$ cat config.mk
export PLATFORM = sky130hd
export DESIGN_NAME = ula_cmd_driver
export DESIGN_NICKNAME = d
export VERILOG_FILES = /design/src/rtl/ula_pkg.sv /design/src/rtl/ula_cmd_driver.sv
export SDC_FILE = /design/constraint.sdc
export NUM_CORES = 1
export LEC_CHECK = 0
export CAP_MARGIN = 20
export CORE_MARGIN = 2
export CORE_UTILIZATION = 40
export CTS_CLUSTER_DIAMETER = 50
export DETAILED_ROUTE_END_ITERATION = 8
export GPL_ROUTABILITY_DRIVEN = 1
export PLACE_DENSITY = 0.77
export SETUP_SLACK_MARGIN = 0.2
export SLEW_MARGIN = 40
export SYNTH_ARGS = -nofsm -noshare
export SYNTH_HDL_FRONTEND = slang
export SYNTH_SLANG_ARGS = --single-unit
$ cat constraint.sdc
create_clock -name clk -period 1.9 [get_ports clk]
set_clock_uncertainty 0.15 [all_clocks]
set_input_delay 0.285 -clock clk [delete_from_list [all_inputs] [get_ports clk]]
set_output_delay 0.285 -clock clk [all_outputs]
set_load 0.05 [all_outputs]
$ cat src/rtl/ula_pkg.sv
// rtl/ula_pkg.sv - ALU opcode/shift codes, FSM state encoding and unary-op helper for ula_cmd_driver
package ula_pkg;

  // ALU operation field, KEY[4:2]
  localparam logic [2:0] OP_PASSA = 3'b000;
  localparam logic [2:0] OP_ADD   = 3'b001;
  localparam logic [2:0] OP_SUB   = 3'b010;
  localparam logic [2:0] OP_AND   = 3'b011;
  localparam logic [2:0] OP_OR    = 3'b100;
  localparam logic [2:0] OP_INC   = 3'b101;
  localparam logic [2:0] OP_DEC   = 3'b110;
  localparam logic [2:0] OP_PASSB = 3'b111;

  // Post-shift field, KEY[1:0]
  localparam logic [1:0] SH_NONE = 2'b00;
  localparam logic [1:0] SH_SL   = 2'b01;
  localparam logic [1:0] SH_SR   = 2'b10;
  localparam logic [1:0] SH_ZERO = 2'b11;

  typedef enum logic [1:0] {
    S_A    = 2'd0,
    S_B    = 2'd1,
    S_EXEC = 2'd2,
    S_RESP = 2'd3
  } state_e;

  // Ops that only consume operand A; these skip the B beat.
  function automatic logic is_unary(input logic [2:0] op);
    return (op == OP_PASSA) || (op == OP_INC) || (op == OP_DEC);
  endfunction

endpackage

$ cat src/rtl/ula_cmd_driver.sv
// rtl/ula_cmd_driver.sv - command front end for the 32-bit ULA; optional result chaining under ULA_CHAIN_EN
module ula_cmd_driver
  import ula_pkg::*;
#(
  parameter int WIDTH = 32,
  parameter int OPW   = 5,
  parameter int CNT_W = 16
) (
  input  logic             clk,
  input  logic             rst,
  input  logic [WIDTH-1:0] in_data,
  input  logic [OPW-1:0]   in_op,
`ifdef ULA_CHAIN_EN
  input  logic             in_chain,
`endif
  input  logic             in_valid,
  output logic             in_ready,
  output logic [WIDTH-1:0] SW1,
  output logic [WIDTH-1:0] SW2,
  output logic [OPW-1:0]   KEY,
  input  logic [WIDTH-1:0] alu_out,
  output logic [WIDTH-1:0] res_data,
  output logic [OPW-1:0]   res_op,
  output logic             res_valid,
  input  logic             res_ready,
  output logic [CNT_W-1:0] op_count
);

  state_e             state_q, state_d;
  logic [WIDTH-1:0]   sw1_q, sw1_d;
  logic [WIDTH-1:0]   sw2_q, sw2_d;
  logic [OPW-1:0]     key_q, key_d;
  logic [WIDTH-1:0]   res_data_q, res_data_d;
  logic [OPW-1:0]     res_op_q, res_op_d;
  logic [CNT_W-1:0]   op_count_q, op_count_d;
  logic [WIDTH-1:0]   a_src;

  // Operand A source: previous result when chaining, otherwise the beat data.
`ifdef ULA_CHAIN_EN
  assign a_src = in_chain ? res_data_q : in_data;
`else
  assign a_src = in_data;
`endif

  // Next-state and datapath updates; hold everything by default.
  always_comb begin
    state_d    = state_q;
    sw1_d      = sw1_q;
    sw2_d      = sw2_q;
    key_d      = key_q;
    res_data_d = res_data_q;
    res_op_d   = res_op_q;
    op_count_d = op_count_q;
    case (state_q)
      S_A: begin
        if (in_valid) begin
          sw1_d = a_src;
          key_d = in_op;
          if (is_unary(in_op[OPW-1:OPW-3])) begin
            sw2_d   = '0;
            state_d = S_EXEC;
          end else begin
            state_d = S_B;
          end
        end
      end
      S_B: begin
        if (in_valid) begin
          sw2_d   = in_data;
          state_d = S_EXEC;
        end
      end
      S_EXEC: begin
        // ALU inputs have been stable for a full cycle; capture its result.
        res_data_d = alu_out;
        res_op_d   = key_q;
        state_d    = S_RESP;
      end
      S_RESP: begin
        if (res_ready) begin
          op_count_d = op_count_q + CNT_W'(1);
          state_d    = S_A;
        end
      end
      default: state_d = S_A;
    endcase
  end

  // State and datapath registers with synchronous reset.
  always_ff @(posedge clk) begin
    if (rst) begin
      state_q    <= S_A;
      sw1_q      <= '0;
      sw2_q      <= '0;
      key_q      <= '0;
      res_data_q <= '0;
      res_op_q   <= '0;
      op_count_q <= '0;
    end else begin
      state_q    <= state_d;
      sw1_q      <= sw1_d;
      sw2_q      <= sw2_d;
      key_q      <= key_d;
      res_data_q <= res_data_d;
      res_op_q   <= res_op_d;
      op_count_q <= op_count_d;
    end
  end

  // Input and result phases never overlap: ready only while collecting operands.
  assign in_ready  = (state_q == S_A) || (state_q == S_B);
  assign res_valid = (state_q == S_RESP);
  assign SW1       = sw1_q;
  assign SW2       = sw2_q;
  assign KEY       = key_q;
  assign res_data  = res_data_q;
  assign res_op    = res_op_q;
  assign op_count  = op_count_q;

endmodule

==> results of run 1 <==
placed cells by master, fill, tap and decap left out, types with 2 or more instances in the layout:
cell type | synthesis | layout
buf_4 | 0 | 116
buf_2 | 9 | 5
clkdlybuf4s15_2 | 0 | 12
a22o_1 | 32 | 32
xnor2_1 | 6 | 6
mux2i_1 | 37 | 37
inv_4 | 0 | 3
xor2_1 | 6 | 6
dfxtp_2 | 0 | 9
nor4_2 | 0 | 2
buf_6 | 3 | 7
bufinv_16 | 0 | 4
nor3_2 | 0 | 3
and4_4 | 1 | 2
inv_1 | 7 | 4
clkbuf_8 | 0 | 6
nand3_1 | 5 | 4
nand4_1 | 7 | 7
dfxtp_1 | 124 | 113
dfxtp_4 | 0 | 2
ha_4 | 0 | 3
a21oi_2 | 0 | 4
nor2_4 | 0 | 2
clkbuf_16 | 0 | 19
nor2_1 | 51 | 49
buf_12 | 0 | 8
clkdlybuf4s50_1 | 0 | 71
a21oi_1 | 44 | 39
nand2_1 | 82 | 82
kinds of logic (layout without fill, tap and decap cells):
group,count (synthesis),count (layout),share of synthesized area [%]
flip-flops,124,124,56.0
AO/OA/AOI/OAI,84,84,12.7
multiplexers,37,37,8.36
XOR/XNOR,12,12,2.37
adder cells (fa/ha/maj),5,5,1.41
AND/OR/NAND/NOR,162,162,15.4
buffers and inverters,35,261,3.73
cell type report:
type                            count  area [sq um]  area share [%]
Clock buffer                       23           487            6.56
Sequential cell                   124          2500            33.7
Inverter                            7          33.8           0.455
Clock inverter                      6           134            1.80
Tap cell                          140           175            2.36
Timing Repair Buffer              225          2090            28.1
Multi-Input combinational cell    300          2000            27.0
sequential cells by signal (all words and copies together) (netlist names):
signal and flops:
KEY 5, SW1 32, SW2 32, op_count 16, res_data 32, res_op 5, state_q 2
power by group:
part	switching (mW)	total, mW	internal [mW]
logic	2.25	3.64	1.40
clock network	1.08	3.36	2.28
registers	0.204	3.15	2.95
timing repair:
item	4_1_cts	5_1_grt
cloned	2	3
pin swaps	4	13
setup buffers	10	3
endpoints found under the hold margin	0	0
setup endpoints to repair	54	53
gates resized for setup	69	39
through the flow:
step	instances	cell area, sq um	TNS [ns]	power (mW)
2_1_floorplan	459	4490	0	5.35
3_3_place_gp	778	6400	-8.02	6.37
3_5_place_dp	778	6400	-8.25	6.44
4_1_cts	819	7220	0	10.0
5_1_grt	825	7420	-0.388	10.6
6_report	825	7420	0	10.2
critical path, delay by kind of cell, from the launching register on:
kind / cells / cell delay, ns
buf+inv: 4 / 0.52
simple gates: 1 / 0.34
flops: 1 / 0.38
compound gates: 3 / 0.26
fa+ha+maj: 1 / 0.16
how the worst max path moves through the flow:
stage	start	endpoint	slack (ns)	cells past startpoint
2_1_floorplan	op_count[9]	op_count[14]	0.20	4
6_report	state_q[0]	SW2[18]	0.03	9
5_1_grt	state_q[0]	SW2[18]	-0.03	9
4_1_cts	state_q[0]	in_ready	0.05	5
3_5_place_dp	in_op[3]	SW2[27]	-0.27	6
3_3_place_gp	in_op[2]	SW2[27]	-0.26	6
layer usage:
metal / track usage, % / wire [um]
met5: 0 / 0
met2: 35.8 / 6740
met1: 23.4 / 5180
met4: 9.95 / 333
met3: 7.23 / 1110
==> impl_metrics.py, run 1 <==
metrics = {
    "outcome": {
        "outcome": "finished clean",
    },
    "synthesis": {
        "synth.distinct_cells": 32,
        "yosysSeqAreaShare_pct": 56.0,
        "yosysMostFrequentCell": "dfxtp_1",
        "synth_edf_count": 0,
        "yosys_warnings": 0,
        "async_reset_ff_share_pct": 0,
        "syn-num-nets": 537,
        "ys_top_cells_by_count": "124 x dfxtp_1, 82 x nand2_1, 51 x nor2_1",
        "netlist.area_leader.share_pct": 56.0,
        "synth_area_leaders": "dfxtp_1 56%, mux2i_1 8.4%, nand2_1 6.9%, a22o_1 6.3%, a21oi_1 5.0%",
        "ys_ff_latch": 124,
        "synth_ff_type": "dfxtp_1",
        "synth_area_sq_um": 4430,
        "yosys.area.top_type": "dfxtp_1",
        "syn_inst": 459,
        "avgSynthCellArea_sq_um": 9.66,
    },
    "global_route": {
        "track_usage_pct": 21.0,
        "grt_max_degree": 93,
        "grt_pass1_wl_um": 19300,
        "antenna_found_initial": 0,
        "grt_pass1_vias": 4054,
        "overflow": 0,
    },
    "worst_hold_path": {
        "hold_depth": 3,
        "hp-start": "in_op[1]",
        "worst_hold_path.endpoint": "KEY[1]",
        "hold_path.class": "input pin to flip-flop",
    },
    "worst_setup_path": {
        "cpMaxStageDelayCell": "dfxtp_4",
        "path_class": "flip-flop to flip-flop",
        "worstSetupStartpointType": "flip-flop",
        "worstPathCellList": "inv_4 -> ha_4 -> buf_4 -> o31ai_4 -> a21oi_4 -> nor4bb_4 -> buf_4 -> clkbuf_16 -> a22o_1",
        "critPathArrivalTime_ns": 2.18,
        "rr_endpoint": "SW2[18]",
        "critPathMaxStageDelay_ns": 0.38,
        "rrSetupSlack_ns": 0.03,
        "cp-end-kind": "flip-flop",
        "worst-path-max-fanout": 5,
        "worstReg2RegStart": "state_q[0]",
        "cp_common_cell": "buf_4",
        "crit_required_ns": 2.21,
        "reg2reg_depth": 9,
    },
    "layout": {
        "fin_util_pct": 68.4,
        "antenna_cells": 0,
        "areaGrowthSynthToFinish_pct": 67.4,
        "fill_cells": 837,
        "drive_above_1_share_pct": 33.0,
        "fin_nets": 753,
    },
    "placement": {
        "place.gp.congestion": 0.753,
        "hpwl_um": 8720,
        "io_buffers": 196,
        "dp_slack_ns": -0.271,
    },
    "cts": {
        "cts_tree": "yes",
        "h-tree-depth": 4,
        "ctsRootBufferMaster": "clkbuf_8",
        "hold_buffers": 0,
        "cts_inserted_buffers": 17,
        "clk-insertion-delay-late_ns": 0.52,
        "cts_sinks": 124,
        "clk_pin_slew_ns": 0.05,
        "clockBufferDepth": 2,
    },
    "sta": {
        "finalCriticalPeriod_ns": 1.87,
        "fin_crit_sh_pct": 98.4,
        "rsz0062_at_grt": "true",
        "whs_ns": 0.174,
        "hold_viol_final": 0,
        "report.final.slew_viol_count": 0,
        "fin_ws_ns": 0.0303,
        "worst-slew-pin-transition_ns": 0.415,
        "slew_headroom_pct": 72.3,
        "setup_viol_count_final": 0,
        "clock.fmax_ghz": 0.535,
    },
    "route": {
        "routed_wl_um": 13400,
        "routedWlPerCell_um": 16.2,
        "drc": 0,
        "drtIter0Drc": 173,
        "dr.pass1.iters": 5,
        "viasPerCell": 5.02,
        "vias": 4145,
        "drtAntennaViolNets": 0,
    },
    "floorplan": {
        "initial_core_util_pct": 40.9,
        "row_count": 38,
        "dieArea_sq_um": 11900,
        "coreArea_sq_um": 10800,
        "io_pins": 197,
        "die_w_um": 109,
        "die_h_um": 109,
    },
    "job": {
        "max-cap-violations": 0,
    },
    "pwr": {
        "ir_drop_mv": 0.884,
        "p_leak_nw": 3.05,
        "p_per_area_nw_per_um2": 1370,
    },
}
(Power assumes the default switching activity.)
==> inputs of run 2 (changes only) <==
CTS_CLUSTER_DIAMETER = default   (was 50)
==> results of run 2 <==
The final DEF is identical to that of run 1; final timing and power are the same.
==> inputs of run 3 (changes only) <==
CAP_MARGIN = default   (was 20)
CTS_BUF_LIST = sky130_fd_sc_hd__clkbuf_8   (was default)
clock period = 2.2 ns   (was 1.9 ns; I/O delays follow)
==> run 3 against run 2 <==
Non-clock buffer count is 19 lower. Die area stayed put. Sequential cell count unchanged. Critical endpoint is now op_count[7]. Sequential share of layout area rose by 2.7 points. Total power fell by 29%. Clock-buffer cell count shrank 4. Combinational power shrank 26%.
==> impl_metrics.py, run 3 (synthesized netlist as in run 1, its figures left out) <==
metrics = {
    "global_route": {
        "grt_pass1_vias": 3971,
        "overflow": 0,
        "antenna_found_initial": 1,
        "track_usage_pct": 20.7,
        "grt_max_degree": 92,
        "grt_pass1_wl_um": 19200,
    },
    "sta": {
        "hold_viol_final": 0,
        "clock.fmax_ghz": 0.520,
        "rsz0062_at_grt": "false",
        "slew_headroom_pct": 62.4,
        "tns_ns": 0,
        "setup_viol_count_final": 0,
        "report.final.slew_viol_count": 0,
        "fin_crit_sh_pct": 87.4,
        "worst-slew-pin-transition_ns": 0.566,
        "finalCriticalPeriod_ns": 1.92,
    },
    "cts": {
        "ctsRootBufferMaster": "clkbuf_8",
        "post-cts-setup-buffer-count": 0,
        "clockBufferDepth": 2,
        "post_cts_resized": 124,
        "cts_inserted_buffers": 17,
        "hold_buffers": 0,
        "clk_pin_slew_ns": 0.07,
        "cts_sinks": 124,
        "clk-insertion-delay-late_ns": 0.40,
        "h-tree-depth": 4,
        "cts_tree": "yes",
    },
    "pwr": {
        "p_leak_nw": 3.09,
        "ir_drop_mv": 0.505,
        "power.total_mw": 7.16,
        "p_per_area_nw_per_um2": 1050,
    },
    "worst_setup_path": {
        "reg2reg_depth": 8,
        "cp-end-kind": "output port",
        "cp-startpoint": "op_count[7]",
        "worst-path-buf-inv": 1,
        "rrSetupSlack_ns": 0.39,
        "cp.depth": 1,
        "crit_required_ns": 1.72,
        "worstPathCellList": "dlygate4sd2_1",
        "cpMaxStageDelayCell": "dlygate4sd2_1",
        "endpoint": "op_count[7]",
        "critPathMaxStageDelay_ns": 0.58,
        "worst-path-max-fanout": 6,
        "worstSetupStartpointType": "flip-flop",
        "worstReg2RegStart": "state_q[1]",
        "critPathArrivalTime_ns": 1.44,
        "path_class": "flip-flop to output port",
        "crit_family": "buffers and inverters",
        "rr_endpoint": "SW2[20]",
    },
    "floorplan": {
        "initial_core_util_pct": 40.9,
        "io_pins": 197,
        "coreArea_sq_um": 10800,
        "row_count": 38,
        "dieArea_sq_um": 11900,
        "die_w_um": 109,
        "die_h_um": 109,
    },
    "worst_hold_path": {
        "hold_path.class": "input pin to flip-flop",
    },
    "route": {
        "viasPerCell": 4.93,
        "routedWlPerCell_um": 15.4,
        "drtIter0Drc": 137,
        "drc": 0,
        "drtAntennaViolNets": 0,
        "vias": 3989,
        "dr.pass1.iters": 4,
        "routed_wl_um": 12500,
    },
    "layout": {
        "drive_above_1_share_pct": 8.23,
        "areaGrowthSynthToFinish_pct": 53.9,
        "multi_input_area_sq_um": 1830,
        "final_common_cell": "dfxtp_1",
        "fin_util_pct": 62.9,
        "mostFrequentLayoutCells": "122 x dfxtp_1, 121 x dlygate4sd2_1, 82 x nand2_1",
        "fin_nets": 734,
        "fill_cells": 940,
        "ff_latch_area_sq_um": 2480,
    },
    "placement": {
        "place.gp.congestion": 0.774,
        "io_buffers": 196,
        "hpwl_um": 8630,
    },
    "outcome": {
        "outcome": "finished clean",
    },
    "job": {
        "max-cap-violations": 0,
    },
}
-- run 3: metrics by stage --
step | instance area (sq um) | hold slack [ns] | instances | setup WS [ns]
CTS | 6800 | 0.0213 | 808 | 0.228
global route | 6820 | 0.0368 | 809 | 0.198
floorplan | 4430 | 0.305 | 459 | 0.223
global placement | 6600 | 0.292 | 777 | 0.0612
detailed placement | 6600 | 0.297 | 777 | 0.0258
finish | 6820 | 0.0532 | 809 | 0.277
-- run 3: report_power, final --
part / switching (mW) / internal [mW] / leakage [nW]
clock network: 0.843 / 0.920 / 0.200
registers: 0.150 / 2.54 / 1.01
logic: 1.81 / 0.900 / 1.89
-- run 3: how the worst min path moves through the flow --
stage / from / slack [ns] / to / cells after the start
final: rst / 0.05 / SW1[30] / 2
after detailed placement: SW1[31] / 0.30 / SW1[31] / 2
after global routing: rst / 0.04 / SW1[30] / 2
after CTS: rst / 0.02 / SW1[30] / 2
after global placement: SW1[12] / 0.29 / SW1[12] / 2
after floorplan: in_data[30] / 0.31 / SW2[30] / 1
-- run 3: per-layer routing --
metal | routed length [um] | track usage [%] | up-vias
met5 | 0 | 0 | -
met4 | 397 | 11.3 | 0
met3 | 735 | 5.14 | 29
met2 | 6010 | 34.9 | 126
met1 | 5340 | 24.1 | 1869
li1 | - | - | 1965
-- run 3: layout make-up --
type	count	share of cell area [%]
clock inverters	12	1.23
multi-input cells	300	26.8
repair buffers	206	28.7
flip-flops and latches	124	36.4
clock buffers	19	3.83
diodes	1	0.0367
well taps	140	2.57
inverters	7	0.385
